$ cat src/rtl/clock_disp_pkg.sv
// Shared constants for the clock display scan path: segment codes {a..g}
// (active-low), select patterns {Sel5..Sel0} (active-low) and field limits.
package clock_disp_pkg;

    localparam logic [6:0] SEG_0    = 7'b0000001;
    localparam logic [6:0] SEG_1    = 7'b1001111;
    localparam logic [6:0] SEG_2    = 7'b0010010;
    localparam logic [6:0] SEG_3    = 7'b0000110;
    localparam logic [6:0] SEG_4    = 7'b1001100;
    localparam logic [6:0] SEG_5    = 7'b0100100;
    localparam logic [6:0] SEG_6    = 7'b0100000;
    localparam logic [6:0] SEG_7    = 7'b0001111;
    localparam logic [6:0] SEG_8    = 7'b0000000;
    localparam logic [6:0] SEG_9    = 7'b0000100;
    localparam logic [6:0] SEG_DASH = 7'b1111110;

    // Bit i of a select vector is Sel<i>
    localparam logic [5:0] SEL_SEC_T  = 6'b111110;
    localparam logic [5:0] SEL_MIN_O  = 6'b111101;
    localparam logic [5:0] SEL_MIN_T  = 6'b111011;
    localparam logic [5:0] SEL_HOUR_O = 6'b110111;
    localparam logic [5:0] SEL_HOUR_T = 6'b101111;
    localparam logic [5:0] SEL_SEC_O  = 6'b011111;

    typedef logic [2:0] pos_t;

    localparam pos_t POS_SEC_T  = 3'd0;
    localparam pos_t POS_MIN_O  = 3'd1;
    localparam pos_t POS_MIN_T  = 3'd2;
    localparam pos_t POS_HOUR_O = 3'd3;
    localparam pos_t POS_HOUR_T = 3'd4;
    localparam pos_t POS_SEC_O  = 3'd5;

    localparam logic [6:0] HOUR_MAX   = 7'd23;
    localparam logic [6:0] MINSEC_MAX = 7'd59;

endpackage

$ cat src/rtl/seg7_to_digit.sv
// Combinational decode of an active-low {a..g} pattern into a BCD digit,
// a dash flag, or invalid.
module seg7_to_digit
    import clock_disp_pkg::*;
(
    input  logic [6:0] seg,
    output logic       valid,
    output logic       dash,
    output logic [3:0] digit
);

    always_comb begin
        valid = 1'b1;
        dash  = 1'b0;
        digit = 4'd0;
        case (seg)
            SEG_0:    digit = 4'd0;
            SEG_1:    digit = 4'd1;
            SEG_2:    digit = 4'd2;
            SEG_3:    digit = 4'd3;
            SEG_4:    digit = 4'd4;
            SEG_5:    digit = 4'd5;
            SEG_6:    digit = 4'd6;
            SEG_7:    digit = 4'd7;
            SEG_8:    digit = 4'd8;
            SEG_9:    digit = 4'd9;
            SEG_DASH: dash  = 1'b1;
            default:  valid = 1'b0;
        endcase
    end

endmodule

$ cat src/rtl/seg_scan_decoder.sv
// Scan-side monitor for the 6-digit multiplexed display: settles each digit,
// assembles frames and republishes them as binary hour/min/sec.
module seg_scan_decoder
    import clock_disp_pkg::*;
#(
    parameter int SETTLE  = 3,
    parameter int TIMEOUT = 4096
) (
    input  logic       clk,
    input  logic       rst,
    input  logic       a,
    input  logic       b,
    input  logic       c,
    input  logic       d,
    input  logic       e,
    input  logic       f,
    input  logic       g,
    input  logic       Sel0,
    input  logic       Sel1,
    input  logic       Sel2,
    input  logic       Sel3,
    input  logic       Sel4,
    input  logic       Sel5,
    output logic [6:0] hour,
    output logic [6:0] min,
    output logic [6:0] sec,
    output logic       frame_valid,
    output logic       seg_err,
    output logic       range_err,
    output logic       blank_frame,
    output logic       stale
);

    localparam int CW = $clog2(SETTLE + 1);
    localparam int TW = $clog2(TIMEOUT + 1);

    localparam logic [1:0] ST_SCAN    = 2'd0;
    localparam logic [1:0] ST_CONVERT = 2'd1;
    localparam logic [1:0] ST_PUBLISH = 2'd2;

    function automatic logic [6:0] bcd_to_bin(input logic [3:0] tens, input logic [3:0] ones);
        logic [6:0] t7;
        t7 = {3'b000, tens};
        return (t7 << 3) + (t7 << 1) + {3'b000, ones};
    endfunction

    logic [6:0]  seg_p0, seg_p1;
    logic [5:0]  sel_p0, sel_p1;
    logic [CW-1:0] set_cnt;
    logic        pos_ok, same, accept;
    pos_t        pos;
    logic        dig_ok, dig_dash;
    logic [3:0]  dig_val;
    logic [5:0]  seen, dash_f;
    logic [3:0]  digit [6];
    logic [1:0]  state;
    logic        any_dash;
    logic [6:0]  hour_cv, min_cv, sec_cv;
    logic        frame_take, pub_ok;
    logic [TW-1:0] tmo_cnt;

    // Stage p0: pin sampling; p1 holds the previous sample for the settle compare
    always_ff @(posedge clk) begin
        seg_p0 <= {a, b, c, d, e, f, g};
        sel_p0 <= {Sel5, Sel4, Sel3, Sel2, Sel1, Sel0};
        seg_p1 <= seg_p0;
        sel_p1 <= sel_p0;
    end

    always_comb begin
        pos_ok = 1'b1;
        pos    = POS_SEC_T;
        case (sel_p0)
            SEL_SEC_T:  pos = POS_SEC_T;
            SEL_MIN_O:  pos = POS_MIN_O;
            SEL_MIN_T:  pos = POS_MIN_T;
            SEL_HOUR_O: pos = POS_HOUR_O;
            SEL_HOUR_T: pos = POS_HOUR_T;
            SEL_SEC_O:  pos = POS_SEC_O;
            default:    pos_ok = 1'b0;
        endcase
    end

    seg7_to_digit u_dec (
        .seg   (seg_p0),
        .valid (dig_ok),
        .dash  (dig_dash),
        .digit (dig_val)
    );

    // Count saturates at SETTLE so a steady digit is accepted exactly once
    assign same   = (sel_p0 == sel_p1) && (seg_p0 == seg_p1);
    assign accept = pos_ok && same && (set_cnt == CW'(SETTLE - 1));

    always_ff @(posedge clk or posedge rst) begin
        if (rst) begin
            set_cnt <= '0;
        end else if (!pos_ok) begin
            set_cnt <= '0;
        end else if (!same || set_cnt == '0) begin
            set_cnt <= CW'(1);
        end else if (set_cnt < CW'(SETTLE)) begin
            set_cnt <= set_cnt + CW'(1);
        end
    end

    assign frame_take = (state == ST_SCAN) && (seen == 6'h3F);

    // Accepts landing on the frame_take edge belong to the next frame
    always_ff @(posedge clk or posedge rst) begin
        if (rst) begin
            seen    <= '0;
            dash_f  <= '0;
            seg_err <= 1'b0;
        end else begin
            seg_err <= 1'b0;
            if (frame_take) begin
                seen   <= '0;
                dash_f <= '0;
            end
            if (accept) begin
                if (dig_ok) begin
                    seen[pos]   <= 1'b1;
                    dash_f[pos] <= dig_dash;
                end else begin
                    seen[pos] <= 1'b0;
                    seg_err   <= 1'b1;
                end
            end
        end
    end

    always_ff @(posedge clk) begin
        if (accept && dig_ok) digit[pos] <= dig_val;
    end

    // Stage p1: frame snapshot converted to binary as the FSM enters CONVERT
    always_ff @(posedge clk) begin
        if (frame_take) begin
            hour_cv <= bcd_to_bin(digit[POS_HOUR_T], digit[POS_HOUR_O]);
            min_cv  <= bcd_to_bin(digit[POS_MIN_T],  digit[POS_MIN_O]);
            sec_cv  <= bcd_to_bin(digit[POS_SEC_T],  digit[POS_SEC_O]);
        end
    end

    assign pub_ok = (state == ST_CONVERT) && !any_dash && (hour_cv <= HOUR_MAX) &&
                    (min_cv <= MINSEC_MAX) && (sec_cv <= MINSEC_MAX);

    // Stage p2: publish decision; pulses are visible during PUBLISH
    always_ff @(posedge clk or posedge rst) begin
        if (rst) begin
            state       <= ST_SCAN;
            any_dash    <= 1'b0;
            hour        <= '0;
            min         <= '0;
            sec         <= '0;
            frame_valid <= 1'b0;
            range_err   <= 1'b0;
            blank_frame <= 1'b0;
        end else begin
            frame_valid <= 1'b0;
            range_err   <= 1'b0;
            blank_frame <= 1'b0;
            case (state)
                ST_SCAN: begin
                    if (frame_take) begin
                        state    <= ST_CONVERT;
                        any_dash <= |dash_f;
                    end
                end
                ST_CONVERT: begin
                    state <= ST_PUBLISH;
                    if (any_dash) begin
                        blank_frame <= 1'b1;
                    end else if (!pub_ok) begin
                        range_err <= 1'b1;
                    end else begin
                        hour        <= hour_cv;
                        min         <= min_cv;
                        sec         <= sec_cv;
                        frame_valid <= 1'b1;
                    end
                end
                default: state <= ST_SCAN;
            endcase
        end
    end

    always_ff @(posedge clk or posedge rst) begin
        if (rst) begin
            tmo_cnt <= '0;
        end else if (pub_ok) begin
            tmo_cnt <= '0;
        end else if (tmo_cnt != TW'(TIMEOUT)) begin
            tmo_cnt <= tmo_cnt + TW'(1);
        end
    end

    assign stale = (tmo_cnt == TW'(TIMEOUT));

endmodule

$ cat config.mk
export PLATFORM = sky130hd
export DESIGN_NAME = seg_scan_decoder
export DESIGN_NICKNAME = d
export VERILOG_FILES = /design/src/rtl/clock_disp_pkg.sv /design/src/rtl/seg7_to_digit.sv /design/src/rtl/seg_scan_decoder.sv
export SDC_FILE = /design/constraint.sdc
export NUM_CORES = 1
export LEC_CHECK = 0
export BUFFER_PORTS_ARGS = -buffer_cell sky130_fd_sc_hd__clkbuf_2
export CAP_MARGIN = 20
export CORE_MARGIN = 2
export CORE_UTILIZATION = 60
export CTS_CLUSTER_DIAMETER = 100
export DETAILED_ROUTE_END_ITERATION = 8
export GPL_TIMING_DRIVEN = 0
export PLACE_DENSITY_LB_ADDON = 0.08
export SYNTH_ARGS = -nofsm -noshare
export SYNTH_HDL_FRONTEND = slang
export SYNTH_SLANG_ARGS = --single-unit
$ cat constraint.sdc
create_clock -name clk -period 3.2 [get_ports clk]
set_input_delay 0 -clock clk [delete_from_list [all_inputs] [get_ports clk]]
set_output_delay 0 -clock clk [all_outputs]
set_load 0.1 [all_outputs]
==> flow_summary.toml, run 1 <==
[sta]
fmax_mhz = 365
slew-limit-headroom_pct = 45.4
drv_slew = 0
min_period_ps = 2740
layout_setup_ws_ps = 463
tightest_slew_ps = 812
setup_viol_count_final = 0
fin_skew_ps = 13.9
rsz0062_at_grt = "no"
period_share_pct = 85.5
tns_ps = 0
hold_viol = 0

[route]
via_per_inst = 5.46
wl_mm = 9.28
drc = 0
wl_per_cell_um = 14.9
ant_nets = 0
drt-pass1-iter-count = 4
drtIter0Drc = 86
dr_total_vias = 3404

[global_route]
grt_pass1_wl_mm = 15.9
antenna_found_initial = 0
overflow = 0
met1_usage_pct = 25.2
gr-max-usage-layer = "met2"
grt_max_degree = 32
grt_pass1_vias = 3385
met3_usage_pct = 5.89
met2_usage_pct = 34.2
track_usage_pct = 20.5

[setup_path]
slowest_delay_ps = 660
crit_slowest_cell = "nor4_1"
critPathRequiredTime_ps = 3340
worst_setup_path_end_kind = "register"
crit_fanout = 10
worstPathCellList = "buf_2, xnor2_1, nand4_1, nor4_2, nand2_1, nor4_1"
critPathKind = "register to register"
start_kind = "register"
cp_data_arrival_time_ps = 2880

[placed_design]
port_buffers = 40
dpl.hpwl_mm = 6.53
place_ws_ps = 502
gp_congestion = 0.810

[clock_tree]
clock-sinks = 126
clock_latency_ps = 520
cts_hold_buf = 14
cts_buffer_depth = 2
cts_buffers = 17
cts-root-buf = "clkbuf_8"
ctsResizeCount = 0
cts_tree = "yes"
htree_num_levels = 4
cts.clk_slew.worst_paths_ps = 60
post_cts_buffers = 0

[floorplan]
initial_utilization_pct = 61.1
io_pins = 41
rows = 35
dieWidth_um = 101
placeableCoreArea_mm2 = 0.00915
die_y_um = 101
dieArea_mm2 = 0.0101

[synth]
synthesis.nets = 472
synth_flop_cell = "dfrtp_1"
synth_async_sr_flop_share_pct = 43.7
netlist_area_mm2 = 0.00559
synthCells = 425
ys_seq_area_share_pct = 58.1
synth-edff-count = 45
synth_seq_cells = 126
netlist-cell-type-count = 63
synth.avg_cell_area_um2 = 13.2
yosysWarnings = 0

[min_path]
min_path_type = "input port to async pin"

[power_and_ir_drop]
switchingPower_uw = 782
seq_power_share_pct = 46.1
p_per_area_mw_per_mm2 = 550
p_comb_share_pct = 3.5
clkPwrFrac_pct = 50.4
switching_share_pct = 21.3
p_int_uw = 2890
power.leakage_uw = 0.00315
vdd_drop_max_mv = 0.390

[layout]
multi_input_area_mm2 = 0.00215
drive_above_1_share_pct = 24.0
seqCellArea_mm2 = 0.00325
diodes = 0
nFillCells = 613
fin_nets = 546
syn_to_final_growth_pct = 19.5

[run_status]
status = "completed"

[job]
cap_violations = 0
## registers in the layout, indices dropped and copies added (netlist names), 7 cells and up
name,count
digit,24
hour,7
hour_cv,7
min,7
min_cv,7
sec,7
sec_cv,7
seg_p0,7
seg_p1,7
tmo_cnt,13
## power by group through the flow
stage / Combinational [uW] / Sequential, uW / Clock [uW]
CTS: 130 / 1700 / 1890
floorplan: 86.8 / 1720 / 0
detailed placement: 116 / 1730 / 0
finish: 129 / 1700 / 1850
global route: 142 / 1700 / 1960
global placement: 109 / 1730 / 0
## metrics by stage
stage                     area (um^2)  hold WS [ps]  std cells  total power, uW  util, %
after floorplan                  5590          27.7        425             1810        -
after global placement           5930           102        576             1840     64.8
after detailed placement         5950          65.0        577             1840     65.0
after CTS                        6680          74.0        623             3710     73.0
after global routing             6680           103        623             3800     73.0
final                            6680          63.2        623             3680     73.0
## metal layers
layer  vias up  wire [um]
met2        66       4700
met5         -          0
met3        19        269
met1      1652       4120
met4         0        191
li1       1667          -
## layout by cell type (no fill, tap or decap), types with 3 or more instances in the layout
cell type      netlist  layout
xor2_1               8       8
nor3b_1              3       3
a31o_1               4       4
o22ai_1              3       3
nand2_1             23      23
nand3_1              8       8
mux2_2              16      16
buf_6                4       4
nand4_1             10      10
mux2i_1              6       6
clkbuf_16            0      20
clkbuf_1             3       4
xnor2_2              5       5
dfrtp_1             55      55
inv_1               27      26
or4_1                3       3
clkinv_4             0       3
nor3_1               8       8
a21o_1               8       8
dfxtp_1             26      26
fa_1                 6       6
edfxtp_1            45      45
clkbuf_2             0      40
a21oi_1              9       9
nor4_1               4       4
nor2b_1             11      11
ha_1                26      26
dlygate4sd3_1        0      14
and3_1              11      11
buf_2                6       6
nor2_1              15      15
xnor2_1             23      23
or4_4                3       3
## cell usage after synthesis (all sizes together), types with 3 or more instances
library cell  instances  area, um^2
dfrtp                55        1380
edfxtp               45        1350
xnor2                28         283
inv                  27         101
dfxtp                26         521
ha                   26         325
nand2                23        86.3
mux2                 17         191
nor2                 15        56.3
and3                 11        68.8
buf                  11        82.6
nand4                11        75.1
nor2b                11        68.8
a21oi                10        53.8
nand3                 9        50.1
a21o                  8        60.1
nor3                  8        40.0
xor2                  8        70.1
fa                    6         120
mux2i                 6        60.1
or4                   6        56.3
a31o                  5        43.8
nor4                  5        37.5
nor4b                 4        47.6
o22ai                 4        31.3
or2                   4        25.0
a211oi                3        27.5
clkbuf                3        11.3
nor3b                 3        22.5
o21ai                 3        15.0
## critical path, delay by kind of cell (launching register included)
kind / cells / cell delay [ps]
flops: 1 / 310
buf+inv: 1 / 170
xor+xnor: 1 / 320
simple gates: 4 / 1570
## cell type report
| type | instances | area share [%] |
|---|---|---|
| sequential | 126 | 48.6 |
| multi-input combinational | 258 | 32.1 |
| clock buffer | 23 | 7.86 |
| timing repair buffer | 55 | 5.39 |
| tap | 111 | 2.08 |
| inverter | 27 | 1.52 |
| buffer | 14 | 1.40 |
| clock inverter | 9 | 0.992 |
## cell families (layout without fill, tap and decap cells)
kind of cell	count (synthesis)	in the layout	synth area share, %
fa+ha+maj	32	32	7.97
mux	23	23	4.50
flops	126	126	58.1
xor+xnor	36	36	6.31
simple gates	124	124	13.3
buf+inv	41	128	3.49
compound gates	43	43	6.35
## path summary, 6_finish.rpt
check,from,to,slack (ps),cells past startpoint
setup / recovery,seg_p0[3],digit[3][1],460,6
setup reg to reg,seg_p0[3],digit[3][1],460,6
hold reg to reg,sel_p0[5],sel_p1[5],350,0
hold / removal,rst,tmo_cnt[2],60,3
min in group clk,f,seg_p0[1],110,2
max in group asynchronous,rst,min[3],2580,4
(Power assumes the default switching activity.)
==> inputs of run 2 (changes only) <==
- MAX_ROUTING_LAYER: default -> met4
==> run 2 against run 1 <==
Register-to-register slack barely moved. Routed wire length fell by 0.30%. Clock power barely moved. Die area did not move. Clock skew rose by 3.4 ps. Cell area did not move. Clock-buffer cell count did not move. Via count fell by 0.38%. Core utilization did not move. Hold slack improved by 2.8 ps. Critical path type unchanged. Critical endpoint unchanged. Largest cell class unchanged. Highest routed layer unchanged.
==> flow_summary.toml, run 2 (synthesis results as in run 1) <==
[setup_path]
worstPathCellList = "buf_2, xnor2_1, nand4_1, nor4_2, nand2_1, nor4_1"
worst-path-buf-inv = 1
r2r_slack_ps = 460
cp_top_family = "simple AND/OR/NAND/NOR gates"
worst_r2r_endpoint = "digit[3][1]"
worst_setup_path_end_kind = "register"
cp_data_arrival_time_ps = 2880
crit_slowest_cell = "nor4_1"
start_kind = "register"
slowest_delay_ps = 660
reg2reg_depth = 6
critPathRequiredTime_ps = 3340
crit_fanout = 10
critPathKind = "register to register"
r2r-start = "seg_p0[3]"

[route]
drtIter0Drc = 106
drc = 0
wl_per_cell_um = 14.8
via_per_inst = 5.44
ant_nets = 0
wl_mm = 9.25
dr_total_vias = 3391
drt-pass1-iter-count = 5

[sta]
fmax_mhz = 366
period_share_pct = 85.5
hold_viol = 0
setup_viol_count_final = 0
tns_ps = 0
drv_slew = 0
min_period_ps = 2740
fin_skew_ps = 17.3
hold-worst-slack_ps = 66.0
tightest_slew_ps = 813
slew-limit-headroom_pct = 45.3
rsz0062_at_grt = "no"

[clock_tree]
htree_num_levels = 4
clock_latency_ps = 520
cts_buffer_depth = 2
clock-sinks = 126
cts_tree = "yes"
cts.clk_slew.worst_paths_ps = 60
cts-root-buf = "clkbuf_8"
ctsResizeCount = 0
cts_buffers = 17

[floorplan]
rows = 35
placeableCoreArea_mm2 = 0.00915
die_y_um = 101
dieWidth_um = 101
dieArea_mm2 = 0.0101
io_pins = 41
initial_utilization_pct = 61.1

[power_and_ir_drop]
power.leakage_uw = 0.00315
vdd_drop_max_mv = 0.389
p_per_area_mw_per_mm2 = 550

[layout]
syn_to_final_growth_pct = 19.5
final_cell_mix = "dfrtp_1, edfxtp_1, clkbuf_2"
fin_nets = 546
final_common_cell = "dfrtp_1"
drive_above_1_share_pct = 24.0
largest_register = "digit"
multi_input_area_mm2 = 0.00215
seqCellArea_mm2 = 0.00325
reg_top3 = "digit: 24 flops, tmo_cnt: 13 flops"
largest_reg_flops = 24
nFillCells = 613
diodes = 0

[global_route]
grt_pass1_wl_mm = 15.9
track_usage_pct = 21.1
grt_pass1_vias = 3392
antenna_found_initial = 0
overflow = 0
grt_max_degree = 32

[min_path]
min_path_type = "input port to async pin"

[placed_design]
gp_congestion = 0.822
dpl.hpwl_mm = 6.53
port_buffers = 40

[job]
cap_violations = 0

[run_status]
status = "completed"
==> run 2: cell counts in the layout (fill, tap and decap cells not counted) <==
Identical to the previous run, type by type.
==> run 2: power by group <==
group	internal (uW)	switching [uW]
Sequential	1680	15.2
Clock	1150	696
Combinational	61.1	67.8
==> run 2: metrics by stage <==
step                setup slack [ps]  std cells  utilization, %  cell area, um^2  total power (uW)
floorplan                        774        425               -             5590              1810
global placement                 547        576            64.8             5930              1840
detailed placement               502        577            65.0             5950              1840
CTS                              427        623            73.0             6680              3710
global route                     230        623            73.0             6680              3800
finish                           464        623            73.0             6680              3670
==> run 2: worst min-delay path: cells and delay by family <==
kind	cells	cell delay, ps
buffers and inverters	3	1030
==> run 2: layer usage <==
layer	part of all wire, %	global-route usage, %
met4	1.8	8.75
met1	44	25.2
met2	51	34.2
met3	3.3	5.69
met5	0	-
==> run 2: area by class of cell <==
class | count | share of cell area [%]
sequential | 126 | 48.6
tap | 111 | 2.08
buffer | 14 | 1.40
inverter | 27 | 1.52
clock inverter | 9 | 0.992
clock buffer | 23 | 7.86
multi-input combinational | 258 | 32.1
timing repair buffer | 55 | 5.39
==> run 2: worst max path at each step <==
| stage | startpoint | to | cells past startpoint |
|---|---|---|---|
| after floorplan | seg_p0[0] | digit[3][0] | 7 |
| after global placement | seg_p0[0] | digit[3][1] | 7 |
| after detailed placement | seg_p0[3] | digit[5][0] | 6 |
| after CTS | seg_p0[3] | digit[5][0] | 6 |
| after global routing | seg_p0[3] | digit[3][1] | 6 |
| final | seg_p0[3] | digit[3][1] | 6 |
==> run 2: timing repair <==
action | 4_1_cts | 5_1_grt
setup buffers | 0 | 0
hold buffers | 14 | 0
endpoints found under the hold margin | 68 | 0
==> inputs of run 3 (changes only) <==
- ABC_CLOCK_PERIOD_IN_PS: default -> 3200
- GPL_TIMING_DRIVEN: 0 -> default
==> run 3 against run 2 <==
First-iteration DRC count up 9.4%. Global-route usage up 0.31 points. Core utilization down 0.93 points. Register-to-register slack better by 80 ps. Maximum frequency up 3.0%. Hold slack worse by 28 ps. Sequential power about the same. Combinational power down 19%. Critical path type unchanged. Largest power group unchanged.
==> flow_summary.toml, run 3 (synthesis results as in run 1) <==
[clock_tree]
clock-sinks = 126
cts_buffer_depth = 2
cts_hold_buf = 14
cts-root-buf = "clkbuf_8"
cts.clk_slew.worst_paths_ps = 60
cts_buffers = 17
ctsResizeCount = 0
post_cts_buffers = 0
htree_num_levels = 4
clock_latency_ps = 520
cts_tree = "yes"

[floorplan]
initial_utilization_pct = 61.1
die_y_um = 101
placeableCoreArea_mm2 = 0.00915
rows = 35
dieArea_mm2 = 0.0101
dieWidth_um = 101
io_pins = 41

[job]
cap_violations = 0

[route]
wl_per_cell_um = 15.3
drtIter0Drc = 116
dr_total_vias = 3393
top_layer = "met4"
drt-pass1-iter-count = 4
wl_met3_um = 319
via_per_inst = 5.55
met2RoutedLength_mm = 4.61
ant_nets = 0
wl_met1_mm = 4.16
wl_mm = 9.37
drc = 0

[setup_path]
critPathRequiredTime_ps = 3340
start_kind = "register"
cp_data_arrival_time_ps = 2800
r2r-start = "seg_p0[2]"
worst_setup_path_end_kind = "register"
reg2reg_depth = 5
r2r_slack_ps = 540
worst_r2r_endpoint = "digit[3][1]"
critPathKind = "register to register"
crit_fanout = 11

[power_and_ir_drop]
power.leakage_uw = 0.00308
vdd_drop_max_mv = 0.359
p_per_area_mw_per_mm2 = 559
p_total_uw = 3690

[global_route]
antenna_found_initial = 0
grt_pass1_wl_mm = 16.0
grt_max_degree = 34
overflow = 0
grt_pass1_vias = 3428
track_usage_pct = 21.4

[layout]
final_cell_mix = "dfrtp_1, edfxtp_1, clkbuf_2"
diodes = 0
multi_input_area_mm2 = 0.00216
final_common_cell = "dfrtp_1"
largest_reg_flops = 24
largest_register = "digit"
syn_to_final_growth_pct = 18.0
reg_top3 = "digit: 24 flops, tmo_cnt: 13 flops"
fin_nets = 534
nFillCells = 644
seqCellArea_mm2 = 0.00325
drive_above_1_share_pct = 23.0

[placed_design]
gp_congestion = 0.830
dpl.hpwl_mm = 6.41
port_buffers = 40

[sta]
fin_skew_ps = 13.2
fmax_mhz = 377
rsz0062_at_grt = "no"
setup_viol_count_final = 0
drv_slew = 0
min_period_ps = 2660
tns_ps = 0
slew-limit-headroom_pct = 45.5
period_share_pct = 83.0
hold_viol = 0
tightest_slew_ps = 810

[min_path]
min_path_type = "input port to async pin"

[run_status]
status = "completed"
## run 3: worst max-delay path by stage
stage	from	to	slack, ps
floorplan	seg_p0[0]	digit[3][0]	770
global placement	seg_p0[2]	digit[3][1]	640
detailed placement	seg_p0[2]	digit[3][1]	550
CTS	seg_p0[2]	digit[3][1]	530
global route	seg_p0[1]	digit[3][3]	320
finish	seg_p0[2]	digit[3][1]	540
## run 3: power by group
part	leakage, uW	internal, uW	switching (uW)
sequential	0.00144	1680	28.4
clock	0.000284	1130	743
combinational	0.00136	52.3	53.0
## run 3: area by class of cell
| cell class | count | area share [%] |
|---|---|---|
| clock inverter | 15 | 2.62 |
| tap | 111 | 2.11 |
| clock buffer | 17 | 6.28 |
| inverter | 27 | 1.54 |
| multi-input combinational | 258 | 32.7 |
| sequential | 126 | 49.2 |
| timing repair buffer | 57 | 5.50 |
## run 3: worst max-delay path, stage by stage, from the launching register on
cell and delay, ps:
dfxtp_1 450, or4_4 570, a21oi_2 190, a2111oi_4 120, and2_1 300, nor4_1 640
## run 3: stage by stage
step	std cells	setup slack (ps)	cell area, um^2	hold WS (ps)	utilization (%)
after floorplan	425	774	5590	27.7	-
after CTS	611	534	6600	25.2	72.1
after global routing	611	323	6600	85.4	72.1
after global placement	565	643	5870	18.2	64.1
final	611	545	6600	37.8	72.1
after detailed placement	565	547	5870	22.3	64.1
## run 3: routing by layer
| metal | global-route usage, % | up-vias |
|---|---|---|
| met5 | - | - |
| met4 | 11.6 | 0 |
| met3 | 5.41 | 26 |
| met2 | 33.6 | 82 |
| met1 | 25.6 | 1630 |
| li1 | - | 1655 |
